$ cat src/rtl/uart_pkg.sv
// Shared UART framing definitions used by both the transmitter and receiver.
package uart_pkg;

    localparam logic STARTBIT  = 1'b0;
    localparam logic STOPBIT   = 1'b1;
    localparam int   DATA_BITS = 8;

    typedef enum logic [2:0] {
        IDLE  = 3'd0,
        START = 3'd1,
        DATA  = 3'd2,
        STOP  = 3'd3,
        BREAK = 3'd4
    } uart_rx_state_t;

endpackage

$ cat src/rtl/uart_sync2.sv
// Two-flop synchronizer for a single asynchronous bit, with a selectable reset value.
module uart_sync2 #(
    parameter logic RESET_VAL = 1'b0
) (
    input  logic i_clk,
    input  logic i_rst,
    input  logic i_d,
    output logic o_q
);

    logic r_meta;
    logic r_sync;

    always_ff @(posedge i_clk or posedge i_rst) begin
        if (i_rst) begin
            r_meta <= RESET_VAL;
            r_sync <= RESET_VAL;
        end else begin
            r_meta <= i_d;
            r_sync <= r_meta;
        end
    end

    assign o_q = r_sync;

endmodule

$ cat src/rtl/simple_uart_rx.sv
// Receive-only 8N1 UART: oversampled start/data/stop recovery feeding a FIFO write port.
//
// state | meaning
// IDLE  | line idle, waiting for a 1->0 transition on the synchronized line
// START | counting to mid start bit, rejecting glitches that are high again
// DATA  | sampling eight data bits, one per bit period, LSB first
// STOP  | sampling the stop bit, issuing wrreq / overrun / framing_err
// BREAK | stop bit was low; waiting for the line to return high
module simple_uart_rx
    import uart_pkg::*;
#(
    parameter int OVERSAMPLE = 16
) (
    input  logic       RX_CLK,
    input  logic       rst,
    input  logic       RX,
    input  logic       wrfull,
    output logic [7:0] data_out,
    output logic       wrreq,
    output logic       framing_err,
    output logic       overrun
);

    localparam int TICK_W = $clog2(OVERSAMPLE);
    localparam int BIT_W  = $clog2(DATA_BITS);

    localparam logic [TICK_W-1:0] HALF_TICK = TICK_W'(OVERSAMPLE / 2 - 1);
    localparam logic [TICK_W-1:0] LAST_TICK = TICK_W'(OVERSAMPLE - 1);
    localparam logic [BIT_W-1:0]  LAST_BIT  = BIT_W'(DATA_BITS - 1);

    if ((OVERSAMPLE < 4) || ((OVERSAMPLE % 2) != 0)) begin : g_bad_oversample
        $error("simple_uart_rx: OVERSAMPLE must be even and at least 4");
    end

    uart_rx_state_t r_state;
    uart_rx_state_t w_state_nxt;

    logic                  w_rx_s;
    logic                  r_rx_prev;
    logic [TICK_W-1:0]     r_tick;
    logic [BIT_W-1:0]      r_bitn;
    logic [DATA_BITS-1:0]  r_shift;
    logic [DATA_BITS-1:0]  r_data_out;
    logic                  r_wrreq;
    logic                  r_framing_err;
    logic                  r_overrun;

    logic w_fall;
    logic w_start_smp;
    logic w_bit_smp;
    logic w_stop_smp;
    logic w_tick_clr;
    logic w_wrreq_nxt;
    logic w_overrun_nxt;
    logic w_framing_nxt;

    // Line idles high, so the synchronizer must come out of reset at 1 to avoid a fake start.
    uart_sync2 #(
        .RESET_VAL (1'b1)
    ) u_sync (
        .i_clk (RX_CLK),
        .i_rst (rst),
        .i_d   (RX),
        .o_q   (w_rx_s)
    );

    assign w_fall = r_rx_prev & ~w_rx_s;

    always_ff @(posedge RX_CLK or posedge rst) begin : p_state
        if (rst) begin
            r_state <= IDLE;
        end else begin
            r_state <= w_state_nxt;
        end
    end

    always_comb begin : p_next
        w_state_nxt = r_state;
        case (r_state)
            IDLE: begin
                if (w_fall) begin
                    w_state_nxt = START;
                end
            end
            START: begin
                if (w_start_smp) begin
                    w_state_nxt = (w_rx_s == STARTBIT) ? DATA : IDLE;
                end
            end
            DATA: begin
                if (w_bit_smp && (r_bitn == LAST_BIT)) begin
                    w_state_nxt = STOP;
                end
            end
            STOP: begin
                if (w_stop_smp) begin
                    w_state_nxt = (w_rx_s == STOPBIT) ? IDLE : BREAK;
                end
            end
            BREAK: begin
                if (w_rx_s) begin
                    w_state_nxt = IDLE;
                end
            end
            default: begin
                w_state_nxt = IDLE;
            end
        endcase
    end

    always_comb begin : p_out
        w_start_smp = 1'b0;
        w_bit_smp   = 1'b0;
        w_stop_smp  = 1'b0;
        w_tick_clr  = 1'b1;
        case (r_state)
            START: begin
                w_start_smp = (r_tick == HALF_TICK);
                w_tick_clr  = w_start_smp;
            end
            DATA: begin
                w_bit_smp  = (r_tick == LAST_TICK);
                w_tick_clr = w_bit_smp;
            end
            STOP: begin
                w_stop_smp = (r_tick == LAST_TICK);
                w_tick_clr = w_stop_smp;
            end
            default: begin
                w_tick_clr = 1'b1;
            end
        endcase
        w_wrreq_nxt   = w_stop_smp && (w_rx_s == STOPBIT) && !wrfull;
        w_overrun_nxt = w_stop_smp && (w_rx_s == STOPBIT) && wrfull;
        w_framing_nxt = w_stop_smp && (w_rx_s != STOPBIT);
    end

    always_ff @(posedge RX_CLK or posedge rst) begin : p_datapath
        if (rst) begin
            r_rx_prev <= 1'b1;
            r_tick    <= '0;
            r_bitn    <= '0;
            r_shift   <= '0;
        end else begin
            r_rx_prev <= w_rx_s;
            if (w_tick_clr) begin
                r_tick <= '0;
            end else begin
                r_tick <= r_tick + TICK_W'(1);
            end
            if (w_start_smp) begin
                r_bitn <= '0;
            end else if (w_bit_smp) begin
                r_bitn <= r_bitn + BIT_W'(1);
            end
            if (w_bit_smp) begin
                r_shift <= {w_rx_s, r_shift[DATA_BITS-1:1]};
            end
        end
    end

    always_ff @(posedge RX_CLK or posedge rst) begin : p_outputs
        if (rst) begin
            r_data_out    <= '0;
            r_wrreq       <= 1'b0;
            r_framing_err <= 1'b0;
            r_overrun     <= 1'b0;
        end else begin
            r_wrreq       <= w_wrreq_nxt;
            r_framing_err <= w_framing_nxt;
            r_overrun     <= w_overrun_nxt;
            if (w_wrreq_nxt) begin
                r_data_out <= r_shift;
            end
        end
    end

    assign data_out    = r_data_out;
    assign wrreq       = r_wrreq;
    assign framing_err = r_framing_err;
    assign overrun     = r_overrun;

endmodule
$ cat config.mk
export PLATFORM = sky130hd
export DESIGN_NAME = simple_uart_rx
export DESIGN_NICKNAME = d
export VERILOG_FILES = /design/src/rtl/uart_pkg.sv /design/src/rtl/uart_sync2.sv /design/src/rtl/simple_uart_rx.sv
export SDC_FILE = /design/constraint.sdc
export NUM_CORES = 1
export LEC_CHECK = 0
export BUFFER_PORTS_ARGS = -buffer_cell sky130_fd_sc_hd__buf_2
export CAP_MARGIN = 25
export CORE_MARGIN = 4
export CORE_UTILIZATION = 40
export CTS_BUF_LIST = sky130_fd_sc_hd__clkbuf_8
export DETAILED_ROUTE_END_ITERATION = 8
export PLACE_DENSITY = 0.62
export SLEW_MARGIN = 20
export SYNTH_ARGS = -nofsm -noshare
export SYNTH_HDL_FRONTEND = slang
export SYNTH_SLANG_ARGS = --single-unit
$ cat constraint.sdc
create_clock -name RX_CLK -period 5.4 [get_ports RX_CLK]
set_input_delay 0.81 -clock RX_CLK [delete_from_list [all_inputs] [get_ports RX_CLK]]
set_output_delay 0.81 -clock RX_CLK [all_outputs]
set_load 0.02 [all_outputs]
==> results.sh, run 1 <==
export IMPL_status="finished clean"
export IMPL_htree_levels=2
export IMPL_met2WireLength_mm=1.13
export IMPL_max_slew_worst_pin_slew_ps=596
export IMPL_cts_post_setup_buffers_inserted=0
export IMPL_syn_instance_count=104
export IMPL_antenna_diode_count=0
export IMPL_maxClockFrequency_mhz=494
export IMPL_detailed_place_hpwl_mm=1.59
export IMPL_post_synth_cell_area_avg_sq_um=13.4
export IMPL_synth_async_sr_flop_share_pct=100
export IMPL_synth_edff_count=0
export IMPL_final_fill_count=327
export IMPL_ys_dominant_reg_cell="sky130_fd_sc_hd__dfrtp_1"
export IMPL_wire_length_of_the_first_global_routing_pass_mm=4.00
export IMPL_criticalPathCategory="reg2reg"
export IMPL_start_util_pct=41.4
export IMPL_grt_ovfl_total=0
export IMPL_layout_cells_most_common="sky130_fd_sc_hd__dfrtp_1"
export IMPL_drt_total_wl_mm=2.33
export IMPL_worst_r2r_cell_count=4
export IMPL_synth_cell_area_sq_um=1390
export IMPL_route_met3_wl_microns=155
export IMPL_pins_over_slew_limit=0
export IMPL_wirelength_met1_mm=1.00
export IMPL_tritoncts_num_buffers=5
export IMPL_cp_data_arrival_time_ps=2190
export IMPL_postSynthRegisterBits=32
export IMPL_critical_path_peak_fanout=9
export IMPL_path_type_of_the_worst_min_delay_path="reg2reg"
export IMPL_top_layer_used="met4"
export IMPL_tritoncts="yes"
export IMPL_final_net_count=127
export IMPL_cellPowerDensity_nw_per_um2=392
export IMPL_chipHeight_microns=67.0
export IMPL_worstReg2RegEnd="data_out[5]"
export IMPL_hold_violations=0
export IMPL_fp_row_count=21
export IMPL_cts_path_max_buffers=2
export IMPL_critPathCapture="data_out[5]"
export IMPL_drt_iter0_drc=21
export IMPL_dpl_instance_area_sq_um=1490
export IMPL_first_pass_iters=4
export IMPL_clkSlewWorstSetupHoldPaths_ps=60
export IMPL_ant_nets=0
export IMPL_tritoncts_num_sinks=32
export IMPL_share_of_final_layout_standard_cells_stronger_than_drive_strength_1_pct=38.8
export IMPL_worstReg2RegStart="r_tick[0]"
export IMPL_min_period_ps=2020
export IMPL_regArea_sq_um=805
export IMPL_insertion_delay_ps=280
export IMPL_portBuffers=14
export IMPL_drc_errors=0
export IMPL_cellLeakagePower_nw=0.800
export IMPL_synthToLayoutAreaGrowth_pct=14.4
export IMPL_vias_per_cell=5.08
export IMPL_fin_tns_setup_ps=0
export IMPL_grt_antenna_before_repair=0
export IMPL_synth_net_count=111
export IMPL_seq_area_frac_synth_pct=57.7
export IMPL_ys_types=34
export IMPL_post_cts_resize_count=0
export IMPL_cts_stage_hold_buffer_count=0
export IMPL_yosys_warnings=0
export IMPL_timing_critical_path_to_type="register"
export IMPL_core_sq_um=3360
export IMPL_worstHoldStart="u_sync.r_meta"
export IMPL_die_width_microns=67.0
export IMPL_ff2ff_setup_slack_ps=3380
export IMPL_routed_wl_per_cell_microns=14.0
export IMPL_timing_final_setup_violations=0
export IMPL_clock_root_buffer="sky130_fd_sc_hd__clkbuf_8"
export IMPL_area_enclosed_by_the_die_boundary_sq_um=4490
export IMPL_layout_common_cells="29 x sky130_fd_sc_hd__dfrtp_1, 16 x sky130_fd_sc_hd__mux2_2, 14 x sky130_fd_sc_hd__buf_2"
export IMPL_grtUsageTotal_pct=12.2
export IMPL_floorplan_io_pins=15
export IMPL_route_vias_total=849
export IMPL_cp_startpoint="r_tick[0]"
export IMPL_grt_start_max_net_pins=33
export IMPL_multi_input_area_sq_um=536
export IMPL_gpl_final_weighted_congestion=0.749
export IMPL_rsz_0062_raised_after_global_routing="no"
export IMPL_worst_ep_required_time_ps=5560
export IMPL_layout_worst_path_cycle_share_pct=37.5
export IMPL_max_cap_viol_count=0
export IMPL_worst_clock_skew_on_the_final_layout_ps=8.64
export IMPL_grt_pass1_vias=860
export IMPL_fin_area_sq_um=1590
export IMPL_irDropWorstVdd_uv=336
export IMPL_critical_path_start_type="register"
export IMPL_worst_slew_margin_rel_pct=60.0
cell usage after synthesis (3+ instances only):
master,instances,area (sq um)
sky130_fd_sc_hd__nand2_1,4,15.0
sky130_fd_sc_hd__nand3b_1,3,22.5
sky130_fd_sc_hd__nor2_1,3,11.3
sky130_fd_sc_hd__a21oi_1,4,20.0
sky130_fd_sc_hd__buf_4,3,22.5
sky130_fd_sc_hd__nor3_1,3,15.0
sky130_fd_sc_hd__mux2_2,16,180
sky130_fd_sc_hd__nand2b_1,3,18.8
sky130_fd_sc_hd__inv_1,3,11.3
sky130_fd_sc_hd__dfstp_2,3,78.8
sky130_fd_sc_hd__ha_1,3,37.5
sky130_fd_sc_hd__dfrtp_1,29,726
sky130_fd_sc_hd__nand3_1,3,15.0
critical path, stage by stage (launching register included):
cell                       delay, ps
sky130_fd_sc_hd__dfrtp_1         380
sky130_fd_sc_hd__ha_1            410
sky130_fd_sc_hd__nand4b_4        170
sky130_fd_sc_hd__nor4_4          550
sky130_fd_sc_hd__mux2_2          410
registers in the layout (all words and copies together), names as in the netlist:
register,flops
data_out,8
r_rx_prev,1
r_shift,8
r_tick,4
r_state,3
r_bitn,3
overrun,1
u_sync.r_meta,1
framing_err,1
wrreq,1
u_sync.o_q,1
final cells by class:
cell class	count	area share (%)
flip-flops and latches	32	50.5
repair buffers	15	4.87
well taps	46	3.61
clock buffers	5	4.32
clock inverters	3	2.43
multi-input cells	63	33.6
inverters	3	0.706
worst min-delay path by stage:
stage / to / slack, ps / cells after the start
after floorplan: u_sync.o_q / 350 / 0
after global placement: u_sync.o_q / 350 / 0
after detailed placement: u_sync.o_q / 350 / 0
after CTS: u_sync.o_q / 350 / 0
after global routing: u_sync.o_q / 360 / 0
final: u_sync.o_q / 350 / 0
through the flow:
step                      instances  hold slack, ps  power, mW  setup slack [ps]  util (%)
after global routing            167             359      0.658              3270      47.4
after detailed placement        159             350      0.412              3350      44.2
final                           167             351      0.625              3380      47.4
after CTS                       167             351      0.633              3340      47.4
after global placement          159             349      0.402              3390      44.2
after floorplan                 104             345      0.398              3630         -
report_power, final:
part,switching [mW],internal (mW),leakage (nW)
sequential,0.0498,0.263,0.425
combinational,0.0491,0.0457,0.316
clock,0.0819,0.135,0.0593
total,0.181,0.444,0.800
per-layer routing:
layer,vias to the layer above,track usage (%)
met4,0,5.32
met1,419,15.5
li1,402,-
met2,23,18.2
met5,-,0
met3,5,4.89
cells by family after synthesis:
group / Yosys count / share of synthesized area, %
flip-flops: 32 / 57.7
multiplexers: 16 / 12.9
AND/OR/NAND/NOR: 28 / 14.3
AO/OA/AOI/OAI: 14 / 7.27
XOR/XNOR: 2 / 1.26
adder cells (fa/ha/maj): 3 / 2.69
buffers and inverters: 9 / 3.86
No activity file was read; power rests on OpenSTA's default activity.
==> run 2, diff against run 1 <==
ABC_AREA = 1   (was default)
clock period = 2.1 ns   (was 5.4 ns; I/O delays follow)
==> run 2 against run 1 <==
Compared with the run above: total power rose by 130%; synthesized area fell by 1.1%; sequential share of layout area rose by 0.20 points; first-iteration DRC count rose to 3.5 times the previous value; clock-buffer cell count rose by 1; largest power group unchanged; synthesized cell count rose by 36%; critical path type unchanged.
==> results.sh, run 2 <==
export IMPL_status="finished clean"
export IMPL_start_util_pct=41.3
export IMPL_post_synth_cell_area_avg_sq_um=9.78
export IMPL_share_of_final_layout_standard_cells_stronger_than_drive_strength_1_pct=25.3
export IMPL_postLayoutSetupSlackWorst_ps=579
export IMPL_yosys_warnings=0
export IMPL_power_share_combinational_pct=16.2
export IMPL_gpl_final_weighted_congestion=0.760
export IMPL_rsz_0062_raised_after_global_routing="no"
export IMPL_ys_types=22
export IMPL_post_cts_resize_count=0
export IMPL_max_cap_viol_count=0
export IMPL_dpl_instance_area_sq_um=1500
export IMPL_path_type_of_the_worst_min_delay_path="in2async"
export IMPL_floorplan_io_pins=15
export IMPL_synth_cell_area_sq_um=1380
export IMPL_drc_errors=0
export IMPL_clock_power_share_pct=33.1
export IMPL_worstReg2RegStart="r_tick[0]"
export IMPL_routed_wl_per_cell_microns=10.8
export IMPL_portBuffers=14
export IMPL_place_worst_setup_slack_ps=587
export IMPL_grt_start_max_net_pins=33
export IMPL_tritoncts="yes"
export IMPL_critical_path_start_type="register"
export IMPL_ant_nets=0
export IMPL_worst_slew_margin_rel_pct=74.2
export IMPL_power_dissipated_by_switching_net_loads_uw=406
export IMPL_grt_antenna_before_repair=0
export IMPL_tritoncts_num_sinks=32
export IMPL_final_fill_count=336
export IMPL_max_slew_worst_pin_slew_ps=387
export IMPL_synthToLayoutAreaGrowth_pct=15.2
export IMPL_synth_top_cell_area_share_pct=52.6
export IMPL_worstReg2RegEnd="r_tick[1]"
export IMPL_cellLeakagePower_nw=0.810
export IMPL_synth_edff_count=0
export IMPL_fin_hold_ws_ps=110
export IMPL_power_frac_seq_pct=50.7
export IMPL_report_power_total_mw=1.42
export IMPL_fin_tns_setup_ps=0
export IMPL_chipHeight_microns=66.7
export IMPL_first_pass_iters=4
export IMPL_irDropWorstVdd_uv=349
export IMPL_postSynthRegisterBits=32
export IMPL_grt_pass1_vias=903
export IMPL_antenna_diode_count=0
export IMPL_yosys_area_top_type="sky130_fd_sc_hd__dfrtp_1"
export IMPL_layout_worst_path_cycle_share_pct=72.4
export IMPL_worst_r2r_cell_count=6
export IMPL_synth_async_sr_flop_share_pct=100
export IMPL_cellPowerDensity_nw_per_um2=897
export IMPL_die_width_microns=66.7
export IMPL_instances_no_fill=208
export IMPL_final_net_count=168
export IMPL_cp_data_arrival_time_ps=1680
export IMPL_pins_over_slew_limit=0
export IMPL_detailed_place_hpwl_mm=1.64
export IMPL_maxClockFrequency_mhz=657
export IMPL_drt_total_wl_mm=2.25
export IMPL_hold_violations=0
export IMPL_criticalPathCategory="reg2reg"
export IMPL_p_int_mw=1.02
export IMPL_critical_path_peak_fanout=15
export IMPL_syn_instance_count=141
export IMPL_yosysMostFrequentCell="sky130_fd_sc_hd__nand2_1"
export IMPL_synth_area_leaders="sky130_fd_sc_hd__dfrtp_1 53%, sky130_fd_sc_hd__nand2_1 10%, sky130_fd_sc_hd__dfstp_2 5.7%"
export IMPL_cts_path_max_buffers=2
export IMPL_vias_per_cell=4.53
export IMPL_core_sq_um=3340
export IMPL_power_switching_share_pct=28.5
export IMPL_area_enclosed_by_the_die_boundary_sq_um=4450
export IMPL_fin_area_sq_um=1590
export IMPL_synth_net_count=148
export IMPL_tritoncts_num_buffers=5
export IMPL_grtUsageTotal_pct=12.0
export IMPL_layout_common_cells="37 x sky130_fd_sc_hd__nand2_1, 29 x sky130_fd_sc_hd__dfrtp_1, 15 x sky130_fd_sc_hd__inv_1"
export IMPL_placed_cells_incl_taps=200
export IMPL_worst_clock_skew_on_the_final_layout_ps=2.31
export IMPL_clock_root_buffer="sky130_fd_sc_hd__clkbuf_8"
export IMPL_grt_ovfl_total=0
export IMPL_fin_util_pct=47.6
export IMPL_layout_cells_most_common="sky130_fd_sc_hd__nand2_1"
export IMPL_timing_final_setup_violations=0
export IMPL_min_period_ps=1520
export IMPL_cts_post_setup_buffers_inserted=0
export IMPL_fp_row_count=21
export IMPL_drt_iter0_drc=74
export IMPL_insertion_delay_ps=280
export IMPL_clkSlewWorstSetupHoldPaths_ps=60
export IMPL_seq_area_frac_synth_pct=58.3
export IMPL_ff2ff_setup_slack_ps=580
export IMPL_route_vias_total=942
export IMPL_timing_critical_path_to_type="register"
export IMPL_synth_cells_most_frequent="37 x sky130_fd_sc_hd__nand2_1, 29 x sky130_fd_sc_hd__dfrtp_1, 15 x sky130_fd_sc_hd__inv_1, 14 x sky130_fd_sc_hd__nor2_1, 10 x sky130_fd_sc_hd__o21ai_0"
export IMPL_cts_stage_hold_buffer_count=0
export IMPL_worst_ep_required_time_ps=2260
export IMPL_ys_dominant_reg_cell="sky130_fd_sc_hd__dfrtp_1"
export IMPL_htree_levels=2
export IMPL_wire_length_of_the_first_global_routing_pass_mm=3.86
-- run 2: changes by cell type after synthesis, moves of 4 or more --
cell / change
sky130_fd_sc_hd__nand2_1: +33
sky130_fd_sc_hd__mux2_2: -16
sky130_fd_sc_hd__inv_1: +12
sky130_fd_sc_hd__nor2_1: +11
sky130_fd_sc_hd__o21ai_0: +10
sky130_fd_sc_hd__o21ai_2: +6
sky130_fd_sc_hd__nand4_1: +4
-- run 2: worst max-delay path by stage --
stage | start | to | cells after the start
detailed placement | r_tick[0] | r_tick[2] | 6
CTS | r_tick[0] | r_tick[1] | 6
global placement | r_tick[0] | r_tick[0] | 6
floorplan | r_tick[0] | data_out[1] | 7
global route | r_tick[0] | r_tick[1] | 6
finish | r_tick[0] | r_tick[1] | 6
-- run 2: cell families (layout without fill, tap and decap cells) --
group / after synthesis / count (layout) / share of synthesized area [%]
AOI/OAI and AO/OA: 18 / 18 / 8.35
xor gates and xnor gates: 2 / 2 / 1.27
adders and majority gates: 3 / 3 / 2.72
buffers and inverters: 19 / 40 / 5.99
DFF: 32 / 32 / 58.3
and+or+nand+nor: 67 / 67 / 23.3
-- run 2: metal layers --
metal | GRT usage, % | routed length, microns | up-vias
met4 | 6.85 | 31 | 0
met1 | 13.3 | 999 | 436
met2 | 19.3 | 1120 | 20
met5 | 0 | 0 | -
met3 | 5.06 | 102 | 2
li1 | - | - | 484
-- run 2: critical path, stage by stage, from the launching register on --
cell and delay, ps:
sky130_fd_sc_hd__dfrtp_1 370, sky130_fd_sc_hd__ha_1 260, sky130_fd_sc_hd__nand3_4 130, sky130_fd_sc_hd__nor2_4 290, sky130_fd_sc_hd__inv_2 130, sky130_fd_sc_hd__nand4_1 170
sky130_fd_sc_hd__nor2_1 60
-- run 2: final cells by class --
class | count | area, sq um | share of cell area [%]
Inverter | 17 | 63.8 | 4.02
Multi-Input combinational cell | 90 | 492 | 31.0
Tap cell | 46 | 57.6 | 3.62
Clock inverter | 2 | 10.0 | 0.630
Timing Repair Buffer | 15 | 77.6 | 4.89
Sequential cell | 32 | 805 | 50.7
Clock buffer | 6 | 82.6 | 5.20
-- run 2: power by group through the flow --
| stage | clock, mW | sequential (mW) | combinational (mW) |
|---|---|---|---|
| after floorplan | 0 | 0.722 | 0.191 |
| after global placement | 0 | 0.728 | 0.224 |
| after detailed placement | 0 | 0.733 | 0.232 |
| after CTS | 0.487 | 0.722 | 0.235 |
| after global routing | 0.514 | 0.730 | 0.267 |
| final | 0.471 | 0.722 | 0.231 |
